--- src/rtl/sdio_pkg.sv ---
// Shared types and constants for the SD/SDIO command-line engine.
package sdio_pkg;

    typedef enum logic [2:0] {
        IDLE,
        SEND,
        WAIT_RESP,
        RECV,
        DONE
    } state_t;

    localparam logic [1:0] ST_OK      = 2'b00;
    localparam logic [1:0] ST_TIMEOUT = 2'b01;
    localparam logic [1:0] ST_CRC_ERR = 2'b10;

    localparam int unsigned FRAME_LEN = 48;
    localparam int unsigned CRC_BITS  = 40;

    // x^7 + x^3 + 1 with the x^7 term implied by the shift
    localparam logic [6:0] CRC7_POLY = 7'h09;

endpackage

--- src/rtl/sdio_crc7.sv ---
// Serial CRC7 (x^7+x^3+1), MSB-first input, synchronous clear back to zero.
module sdio_crc7
    import sdio_pkg::*;
(
    input  logic       clk,
    input  logic       rst_n,
    input  logic       clear,
    input  logic       bit_en,
    input  logic       bit_in,
    output logic [6:0] crc
);

    logic [6:0] crc_q, crc_d;
    logic       fb;

    always_comb begin
        fb    = bit_in ^ crc_q[6];
        crc_d = crc_q;
        if (clear) begin
            crc_d = '0;
        end else if (bit_en) begin
            crc_d = {crc_q[5:0], 1'b0} ^ (fb ? CRC7_POLY : 7'h00);
        end
    end

    always_ff @(posedge clk or negedge rst_n) begin
        if (!rst_n) begin
            crc_q <= '0;
        end else begin
            crc_q <= crc_d;
        end
    end

    assign crc = crc_q;

endmodule

--- src/rtl/sdio_cmd_engine.sv ---
// SD/SDIO CMD-line engine: serialises 48-bit command frames and captures optional responses.
// Build option: define SDIO_CMD_CRC_CHECK_EN to check response CRC7, direction and end bits.
//
// state     | meaning
// IDLE      | cmd_ready high, waiting for cmd_valid
// SEND      | driving the 48-bit command frame, one bit per sd_clk fall
// WAIT_RESP | line released, waiting for the response start bit (bounded)
// RECV      | shifting in the remaining 47 response bits
// DONE      | result held on resp_* until resp_ready
module sdio_cmd_engine
    import sdio_pkg::*;
#(
    parameter int unsigned CLK_DIV      = 4,
    parameter int unsigned RESP_TIMEOUT = 64
) (
    input  logic        axi_clk,
    input  logic        axi_resetn,
    input  logic        cmd_valid,
    output logic        cmd_ready,
    input  logic [5:0]  cmd_index,
    input  logic [31:0] cmd_arg,
    input  logic        cmd_resp_en,
    output logic        resp_valid,
    input  logic        resp_ready,
    output logic [5:0]  resp_index,
    output logic [31:0] resp_data,
    output logic [1:0]  resp_status,
    output logic        sd_clk,
    output logic        sd_cmd_o,
    output logic        sd_cmd_oe,
    input  logic        sd_cmd_i
);

    localparam int unsigned DIV_W = (CLK_DIV > 1) ? $clog2(CLK_DIV) : 1;
    localparam int unsigned TO_W  = $clog2(RESP_TIMEOUT + 1);

    logic [DIV_W-1:0] div_cnt_q, div_cnt_d;
    logic             sd_clk_q, sd_clk_d;
    logic             div_tc, rise_tick, fall_tick;

    state_t           state_q, state_d;
    logic             cmd_ready_q, cmd_ready_d;
    logic             resp_valid_q, resp_valid_d;
    logic [5:0]       resp_index_q, resp_index_d;
    logic [31:0]      resp_data_q, resp_data_d;
    logic [1:0]       resp_status_q, resp_status_d;
    logic             sd_cmd_o_q, sd_cmd_o_d;
    logic             sd_cmd_oe_q, sd_cmd_oe_d;
    logic             resp_en_q, resp_en_d;
    logic [39:0]      tx_sr_q, tx_sr_d;
    logic [5:0]       bit_cnt_q, bit_cnt_d;
    logic [TO_W-1:0]  to_cnt_q, to_cnt_d;
    logic [37:0]      rx_sr_q, rx_sr_d;

    logic             accept;
    logic [6:0]       tx_crc;

    always_comb begin
        div_tc    = (div_cnt_q == DIV_W'(CLK_DIV - 1));
        div_cnt_d = div_tc ? '0 : div_cnt_q + 1'b1;
        sd_clk_d  = div_tc ? ~sd_clk_q : sd_clk_q;
        rise_tick = div_tc & ~sd_clk_q;
        fall_tick = div_tc & sd_clk_q;
    end

    assign accept = cmd_valid & cmd_ready_q;

    sdio_crc7 u_crc_tx (
        .clk    (axi_clk),
        .rst_n  (axi_resetn),
        .clear  (accept),
        .bit_en (fall_tick && (state_q == SEND) && (bit_cnt_q < 6'(CRC_BITS))),
        .bit_in (tx_sr_q[39]),
        .crc    (tx_crc)
    );

`ifdef SDIO_CMD_CRC_CHECK_EN
    logic       rx_dir_q, rx_dir_d;
    logic [6:0] rx_crc_sr_q, rx_crc_sr_d;
    logic [6:0] rx_crc;

    sdio_crc7 u_crc_rx (
        .clk    (axi_clk),
        .rst_n  (axi_resetn),
        .clear  (accept),
        .bit_en (rise_tick && (((state_q == WAIT_RESP) && !sd_cmd_i) ||
                               ((state_q == RECV) && (bit_cnt_q < 6'(CRC_BITS))))),
        .bit_in (sd_cmd_i),
        .crc    (rx_crc)
    );
`endif

    always_comb begin
        state_d       = state_q;
        cmd_ready_d   = cmd_ready_q;
        resp_valid_d  = resp_valid_q;
        resp_index_d  = resp_index_q;
        resp_data_d   = resp_data_q;
        resp_status_d = resp_status_q;
        sd_cmd_o_d    = sd_cmd_o_q;
        sd_cmd_oe_d   = sd_cmd_oe_q;
        resp_en_d     = resp_en_q;
        tx_sr_d       = tx_sr_q;
        bit_cnt_d     = bit_cnt_q;
        to_cnt_d      = to_cnt_q;
        rx_sr_d       = rx_sr_q;
`ifdef SDIO_CMD_CRC_CHECK_EN
        rx_dir_d      = rx_dir_q;
        rx_crc_sr_d   = rx_crc_sr_q;
`endif

        case (state_q)
            IDLE: begin
                cmd_ready_d = 1'b1;
                if (accept) begin
                    state_d     = SEND;
                    cmd_ready_d = 1'b0;
                    tx_sr_d     = {2'b01, cmd_index, cmd_arg};
                    resp_en_d   = cmd_resp_en;
                    bit_cnt_d   = '0;
                    to_cnt_d    = '0;
                end
            end

            SEND: begin
                if (fall_tick) begin
                    if (bit_cnt_q < 6'(FRAME_LEN)) begin
                        sd_cmd_oe_d = 1'b1;
                        bit_cnt_d   = bit_cnt_q + 1'b1;
                        if (bit_cnt_q < 6'(CRC_BITS)) begin
                            sd_cmd_o_d = tx_sr_q[39];
                            tx_sr_d    = {tx_sr_q[38:0], 1'b0};
                        end else if (bit_cnt_q < 6'(FRAME_LEN - 1)) begin
                            // CRC occupies bits 40..46, so the low 3 bits of the count select it
                            sd_cmd_o_d = tx_crc[3'd6 - bit_cnt_q[2:0]];
                        end else begin
                            sd_cmd_o_d = 1'b1;
                        end
                    end else begin
                        sd_cmd_oe_d = 1'b0;
                        sd_cmd_o_d  = 1'b1;
                        bit_cnt_d   = '0;
                        to_cnt_d    = '0;
                        if (resp_en_q) begin
                            state_d = WAIT_RESP;
                        end else begin
                            state_d       = DONE;
                            resp_valid_d  = 1'b1;
                            resp_status_d = ST_OK;
                            resp_index_d  = '0;
                            resp_data_d   = '0;
                        end
                    end
                end
            end

            WAIT_RESP: begin
                if (rise_tick) begin
                    if (!sd_cmd_i) begin
                        state_d   = RECV;
                        bit_cnt_d = 6'd1;
                    end else if (to_cnt_q >= TO_W'(RESP_TIMEOUT - 1)) begin
                        to_cnt_d      = TO_W'(RESP_TIMEOUT);
                        state_d       = DONE;
                        resp_valid_d  = 1'b1;
                        resp_status_d = ST_TIMEOUT;
                        resp_index_d  = '0;
                        resp_data_d   = '0;
                    end else begin
                        to_cnt_d = to_cnt_q + 1'b1;
                    end
                end
            end

            RECV: begin
                if (rise_tick) begin
                    if (bit_cnt_q < 6'(FRAME_LEN - 1)) begin
                        bit_cnt_d = bit_cnt_q + 1'b1;
                        if ((bit_cnt_q >= 6'd2) && (bit_cnt_q < 6'(CRC_BITS))) begin
                            rx_sr_d = {rx_sr_q[36:0], sd_cmd_i};
                        end
`ifdef SDIO_CMD_CRC_CHECK_EN
                        if (bit_cnt_q == 6'd1) begin
                            rx_dir_d = sd_cmd_i;
                        end
                        if (bit_cnt_q >= 6'(CRC_BITS)) begin
                            rx_crc_sr_d = {rx_crc_sr_q[5:0], sd_cmd_i};
                        end
`endif
                    end else begin
                        state_d       = DONE;
                        resp_valid_d  = 1'b1;
                        resp_index_d  = rx_sr_q[37:32];
                        resp_data_d   = rx_sr_q[31:0];
`ifdef SDIO_CMD_CRC_CHECK_EN
                        resp_status_d = ((rx_crc_sr_q != rx_crc) || rx_dir_q || !sd_cmd_i)
                                        ? ST_CRC_ERR : ST_OK;
`else
                        resp_status_d = ST_OK;
`endif
                    end
                end
            end

            DONE: begin
                if (resp_ready) begin
                    state_d      = IDLE;
                    resp_valid_d = 1'b0;
                    cmd_ready_d  = 1'b1;
                end
            end

            default: state_d = IDLE;
        endcase
    end

    always_ff @(posedge axi_clk or negedge axi_resetn) begin
        if (!axi_resetn) begin
            div_cnt_q     <= '0;
            sd_clk_q      <= 1'b0;
            state_q       <= IDLE;
            cmd_ready_q   <= 1'b0;
            resp_valid_q  <= 1'b0;
            resp_index_q  <= '0;
            resp_data_q   <= '0;
            resp_status_q <= ST_OK;
            sd_cmd_o_q    <= 1'b1;
            sd_cmd_oe_q   <= 1'b0;
            resp_en_q     <= 1'b0;
            tx_sr_q       <= '0;
            bit_cnt_q     <= '0;
            to_cnt_q      <= '0;
            rx_sr_q       <= '0;
`ifdef SDIO_CMD_CRC_CHECK_EN
            rx_dir_q      <= 1'b0;
            rx_crc_sr_q   <= '0;
`endif
        end else begin
            div_cnt_q     <= div_cnt_d;
            sd_clk_q      <= sd_clk_d;
            state_q       <= state_d;
            cmd_ready_q   <= cmd_ready_d;
            resp_valid_q  <= resp_valid_d;
            resp_index_q  <= resp_index_d;
            resp_data_q   <= resp_data_d;
            resp_status_q <= resp_status_d;
            sd_cmd_o_q    <= sd_cmd_o_d;
            sd_cmd_oe_q   <= sd_cmd_oe_d;
            resp_en_q     <= resp_en_d;
            tx_sr_q       <= tx_sr_d;
            bit_cnt_q     <= bit_cnt_d;
            to_cnt_q      <= to_cnt_d;
            rx_sr_q       <= rx_sr_d;
`ifdef SDIO_CMD_CRC_CHECK_EN
            rx_dir_q      <= rx_dir_d;
            rx_crc_sr_q   <= rx_crc_sr_d;
`endif
        end
    end

    assign cmd_ready   = cmd_ready_q;
    assign resp_valid  = resp_valid_q;
    assign resp_index  = resp_index_q;
    assign resp_data   = resp_data_q;
    assign resp_status = resp_status_q;
    assign sd_clk      = sd_clk_q;
    assign sd_cmd_o    = sd_cmd_o_q;
    assign sd_cmd_oe   = sd_cmd_oe_q;

endmodule

--- config.mk ---
export PLATFORM = sky130hd
export DESIGN_NAME = sdio_cmd_engine
export DESIGN_NICKNAME = d
export VERILOG_FILES = /design/src/rtl/sdio_pkg.sv /design/src/rtl/sdio_crc7.sv /design/src/rtl/sdio_cmd_engine.sv
export SDC_FILE = /design/constraint.sdc
export NUM_CORES = 1
export LEC_CHECK = 0
export CAP_MARGIN = 20
export CORE_UTILIZATION = 50
export DETAILED_ROUTE_END_ITERATION = 10
export GPL_ROUTABILITY_DRIVEN = 1
export HOLD_SLACK_MARGIN = 0.12
export PLACE_DENSITY = 0.76
export RECOVER_POWER = 50
export SETUP_SLACK_MARGIN = 0.15
export SYNTH_ARGS = -nofsm -noshare
export SYNTH_HDL_FRONTEND = slang
export SYNTH_SLANG_ARGS = --single-unit
--- constraint.sdc ---
create_clock -name axi_clk -period 2.24 [get_ports axi_clk]
set_input_delay 0.672 -clock axi_clk [delete_from_list [all_inputs] [get_ports axi_clk]]
set_output_delay 0.672 -clock axi_clk [all_outputs]
set_load 0.05 [all_outputs]
Word-level counts from Yosys, hierarchy flattened
Cells that the tools add are included.
{"block": "word_totals", "ff_bits": 149, "inputBits": 44, "out_inout_bits": 45, "elab_cells": 154}
{"block": "classes", "addsub": 4, "order_cmp": 6, "n_eq_ne": 20, "n_mux": 81, "bitwise": 6, "reduce_logical": 21}
{"operator": "$mux W32", "n": 8}
{"operator": "$mux W40", "n": 4}
{"operator": "$pmux W32 S3", "n": 1}
{"operator": "$mux W6", "n": 15}
{"operator": "$pmux W40 S2", "n": 1}
{"operator": "$mux W7", "n": 8}
{"operator": "$mux W3", "n": 10}
{"operator": "$ne A2 B2 Y1 const B", "n": 12}
{"operator": "$pmux W6 S4", "n": 1}
{"operator": "$pmux W7 S3", "n": 1}
{"operator": "$lt A6 B6 Y1 const B", "n": 3}
{"operator": "$mux W2", "n": 9}
{"operator": "$pmux W6 S3", "n": 1}
{"operator": "$mux W1", "n": 16}
{"operator": "$pmux W3 S5", "n": 1}
{"operator": "$reduce_and A10 Y1", "n": 1}
{"operator": "$reduce_and A9 Y1", "n": 1}
{"operator": "$reduce_and A8 Y1", "n": 1}
{"operator": "$reduce_bool A4 Y1", "n": 2}
{"operator": "$add A7 B1 Y7 const B", "n": 1}
{"operator": "$ge A7 B6 Y1 const B", "n": 1}
{"operator": "$reduce_and A7 Y1", "n": 1}
{"operator": "$xor A7 B7 Y7", "n": 1}
{"operator": "$add A6 B1 Y6 const B", "n": 1}
{"operator": "26 further kinds", "n": 37}

Logic depth before layout (Yosys ltp)
{"block": "depth", "word_depth": 6, "depth_mapped": 8}

Cells and area by module
From an unflattened synthesis, not the netlist that was laid out.
{"block": "unflattened", "cells_unflattened": 510, "hier_area_um2": 6896.6}
{"module": "sdio_cmd_engine", "n_inst": 1, "cells_per_inst": 482, "area_per_inst_um2": 6588.8, "seq_area_each_um2": 3529.6}
{"module": "sdio_crc7", "n_inst": 1, "cells_per_inst": 28, "area_per_inst_um2": 307.8, "seq_area_each_um2": 175.2}

Least setup slack after synthesis
Ideal clock, no wire load.
{"block": "synth_path", "path_type": "register to register", "start": "register sd_clk_q (netlist: sd_clk)", "end": "register bit_cnt_q[5]", "setup_time_ps": 69, "arrival_ps": 2156, "required_time_ps": 2171, "path_slack_ps": 15, "stages_incl_launch_ff": 7, "synth_period_minus_slack_ps": 2225, "path_cell_list": "dfrtp_1 nand2_1 a221o_1 a221o_1 buf_6 or4_1 nand3_1"}
{"block": "synth_between", "elab_chain_cells": 4, "word_cells_on_any_way": 7, "classes_between": "eq/ne (3); bitwise (3); reduce/logical (1)"}
{"element": "start: declaration", "line": "sdio_cmd_engine.sv:38", "rtl": "logic sd_clk_q, sd_clk_d;"}
{"element": "start signal: assignment", "line": "sdio_cmd_engine.sv:240", "rtl": "sd_clk_q <= sd_clk_d;"}
{"element": "$not A1 Y1", "line": "sdio_cmd_engine.sv:62", "rtl": "rise_tick = div_tc & ~sd_clk_q;"}
{"element": "$and A1 B1 Y1", "line": "sdio_cmd_engine.sv:62"}
{"element": "$ne A2 B2 Y1 (no source line)"}
{"element": "$reduce_and A7 Y1 (no source line) *"}
{"element": "end signal: assignment", "line": "sdio_cmd_engine.sv:251", "rtl": "bit_cnt_q <= bit_cnt_d;"}
{"element": "end: declaration", "line": "sdio_cmd_engine.sv:51", "rtl": "logic [5:0] bit_cnt_q, bit_cnt_d;"}
Every way passes the cells marked *; elsewhere a longest branch is shown, timed or not.
A chain may end at the register's enable or synchronous reset.

Final worst setup path
{"block": "layout_path", "start": "input port cmd_valid", "end": "register to_cnt_q[5]"}
{"block": "layout_between", "elab_chain_cells": 3}
{"element": "start: declaration", "line": "sdio_cmd_engine.sv:18", "rtl": "input logic cmd_valid,"}
{"element": "$and A1 B1 Y1", "line": "sdio_cmd_engine.sv:66", "rtl": "assign accept = cmd_valid & cmd_ready_q;"}
{"element": "$ne A2 B2 Y1 (no source line)"}
{"element": "$reduce_and A6 Y1 (no source line)"}
{"element": "end signal: assignment", "line": "sdio_cmd_engine.sv:252", "rtl": "to_cnt_q <= to_cnt_d;"}
{"element": "end: declaration", "line": "sdio_cmd_engine.sv:52", "rtl": "logic [TO_W-1:0] to_cnt_q, to_cnt_d;"}
No other way between the ends.

==> results.json <==
{
  "outcome": "finished, final reports clean",
  "synth_adder_area_share": 0.005589,
  "synthMuxAreaShare": 0.1867,
  "synthMostInstantiatedCell": "dfrtp_1",
  "gp_congestion": 0.8571,
  "diodes": 0,
  "dp_hpwl_microns": 9592,
  "start_kind": "input pin",
  "cp_max_fo": 8,
  "first_pass_iters": 5,
  "grt_setup_unrepaired": "yes",
  "synth_top_family_by_area": "multiplexers",
  "clk_latency_ns": 0.42,
  "yosysTopAreaCellShare": 0.5477,
  "synth_cell_types": 53,
  "wl_per_cell_microns": 15.73,
  "grt_first_pass_wirelength_microns": 24190,
  "synth_top_cell_by_area": "dfrtp_1",
  "period_needed_ns": 2.024,
  "area_growth_pct": 27.42,
  "syn_area_sq_mm": 0.006716,
  "tightestPinTransition_ns": 1.027,
  "post-route-period-util": 0.9034,
  "drc": 0,
  "max_freq_mhz": 494.2,
  "crit_arrival_ns": 2.32,
  "synth_flop_cell": "dfrtp_1",
  "grt_pass1_vias": 5005,
  "hold_ws_ns": 0.4139,
  "clock_skew_ns": 0.01385,
  "synth_compound_area_frac": 0.08513,
  "async_flop_share": 1.000,
  "root_buffer": "clkbuf_16",
  "track_usage": 0.2212,
  "io_buffers": 87,
  "cts_buffers": 17,
  "fin_tns_setup_ns": 0,
  "grt_antenna_before_repair": 0,
  "yosys.area_share.xor_xnor": 0.005216,
  "yosysSeqAreaShare": 0.5516,
  "num_io_pins": 89,
  "clock-sinks": 148,
  "timing.rr.start": "bit_cnt_q[4]$_DFFE_PN0P_",
  "peakVddDrop_uv": 675.8,
  "num_vias": 4775,
  "final_hold_viol_count": 0,
  "drtIter0Drc": 329,
  "initial_core_util": 0.5216,
  "slew_viol_final": 0,
  "grt-ovfl-total": 0,
  "layout-drive-gt1-share": 0.1860,
  "worst_setup_path_end_kind": "flop",
  "relSlewSlack": 0.3153,
  "rows": 41,
  "syn_avg_cell_area_sq_um": 10.96,
  "nets": 777,
  "setup_viol": 0,
  "core_sq_mm": 0.01288,
  "synth-edff-count": 0,
  "die_area_sq_mm": 0.01390,
  "die_y_microns": 117.9,
  "power.density_mw_per_mm2": 1141,
  "syn-num-nets": 660,
  "grt_max_degree": 50,
  "max-clock-path-buffers": 2,
  "synth_seq_cells": 148,
  "p_leak_nw": 4.016,
  "synth_commonest_cells": "147 x dfrtp_1, 97 x nand2_1, 78 x mux2i_1",
  "synthCells": 613,
  "critPathRequiredTime_ns": 2.54,
  "rrSetupSlack_ns": 0.22,
  "synthSimpleGateAreaFrac": 0.1094,
  "viasPerCell": 5.224,
  "drtAntennaViolNets": 0,
  "maxCapViolCount": 0,
  "die_w_microns": 117.9,
  "placed_cells": 871,
  "yosys_warnings": 0,
  "hold_path.class": "in2async",
  "r2r-end": "rx_sr_q[11]$_DFFE_PN0P_",
  "layoutNonFillerInstCount": 914,
  "clk_pin_slew_ns": 0.06,
  "cts_htree_levels": 4,
  "critPathKind": "in2reg",
  "yosys-top-cells-area": "dfrtp_1 55%, mux2i_1 12%, mux2_2 6.7%",
  "routed_wl_microns": 14380,
  "cts_tree": "done",
  "reg2reg_depth": 6
}
==> registers in the layout (all words and copies together) (netlist names), 2 cells and up <==
| register | cells |
|---|---|
| u_crc_tx.crc | 7 |
| state_q | 3 |
| bit_cnt_q | 6 |
| resp_data | 32 |
| div_cnt_q | 2 |
| rx_sr_q | 38 |
| to_cnt_q | 7 |
| tx_sr_q | 40 |
| resp_index | 6 |
==> layout by cell type, fill, tap and decap left out, types with 3 or more instances in the layout <==
| cell | netlist | routed |
|---|---|---|
| nand3_1 | 12 | 11 |
| buf_4 | 1 | 32 |
| clkbuf_1 | 12 | 11 |
| buf_12 | 0 | 8 |
| mux2i_1 | 78 | 78 |
| o31ai_1 | 5 | 4 |
| dfrtp_2 | 0 | 4 |
| o21a_1 | 4 | 4 |
| nor2_1 | 23 | 21 |
| nand2_1 | 97 | 97 |
| clkbuf_2 | 0 | 3 |
| clkdlybuf4s50_1 | 0 | 41 |
| clkinv_2 | 0 | 3 |
| nand4_1 | 3 | 3 |
| dlygate4sd2_1 | 0 | 39 |
| a21oi_1 | 14 | 13 |
| and2b_2 | 4 | 4 |
| mux2_2 | 40 | 40 |
| inv_1 | 42 | 42 |
| nand2b_1 | 5 | 4 |
| o21ai_0 | 56 | 54 |
| clkbuf_16 | 0 | 17 |
| dfrtp_1 | 147 | 143 |
==> what timing repair did <==
item,CTS,global route
resized for setup,46,14
setup buffers,3,8
hold buffers,0,0
gates cloned,1,0
pin swaps,2,6
endpoints found under the setup margin,117,79
==> power breakdown <==
part / internal (mW) / switching (mW)
Sequential: 3.25 / 0.375
Clock: 1.47 / 1.06
Combinational: 1.52 / 2.09
==> worst max-delay path by stage <==
stage	start	endpoint	slack, ns	depth (start not counted)
after floorplan	sd_clk$_DFFE_PN0N_	bit_cnt_q[5]$_DFFE_PN0P_	0.16	6
after global placement	cmd_valid	to_cnt_q[4]$_DFFE_PN0P_	-0.22	7
after detailed placement	cmd_valid	to_cnt_q[4]$_DFFE_PN0P_	-0.31	7
after CTS	div_cnt_q[0]$_DFF_PN0_	bit_cnt_q[5]$_DFFE_PN0P_	0.17	7
after global routing	bit_cnt_q[4]$_DFFE_PN0P_	u_crc_tx.crc[0]$_DFFE_PN0P_	0.07	6
final	cmd_valid	to_cnt_q[5]$_DFFE_PN0P_	0.22	7
==> critical path, stage by stage <==
cell	delay (ns)
dlygate4sd3_1	0.55
and2_1	0.17
buf_4	0.16
o211a_1	0.24
o21a_1	0.23
a41oi_1	0.23
a21oi_1	0.06
==> through the flow <==
stage,setup WS [ns],power [mW],utilization,cell area (sq um)
floorplan,0.1635,6.100,-,6719
global placement,-0.2162,6.993,0.6159,7930
detailed placement,-0.3099,7.154,0.6159,7930
CTS,0.1735,9.729,0.6584,8478
global route,0.07230,10.33,0.6647,8558
finish,0.2165,9.767,0.6647,8558
==> cell families (layout without fill, tap and decap cells) <==
family          after synthesis  count (layout)
simple gates                162             163
flops                       148             148
buf+inv                      78             206
xor+xnor                      4               4
fa+ha+maj                     3               3
compound gates               98              98
mux                         119             119
other cells                   1               1
==> per-layer routing <==
layer / vias up / GRT usage / routed length [microns] / share of wire
met3: 22 / 0.04651 / 378 / 0.026
li1: 2316 / - / - / -
met4: 0 / 0.1010 / 262 / 0.018
met1: 2355 / 0.2733 / 6318 / 0.44
met2: 82 / 0.3717 / 7421 / 0.52
met5: - / 0 / 0 / 0
==> cell type report <==
cell class	count	area, sq um
Clock buffer	24	471.7
Clock inverter	7	50.05
Fill cell	1043	4318
Inverter	42	157.7
Multi-Input combinational cell	388	2716
Sequential cell	148	3710
Tap cell	172	215.2
Timing Repair Buffer	133	1237
No activity file was read; power rests on OpenSTA's default activity.
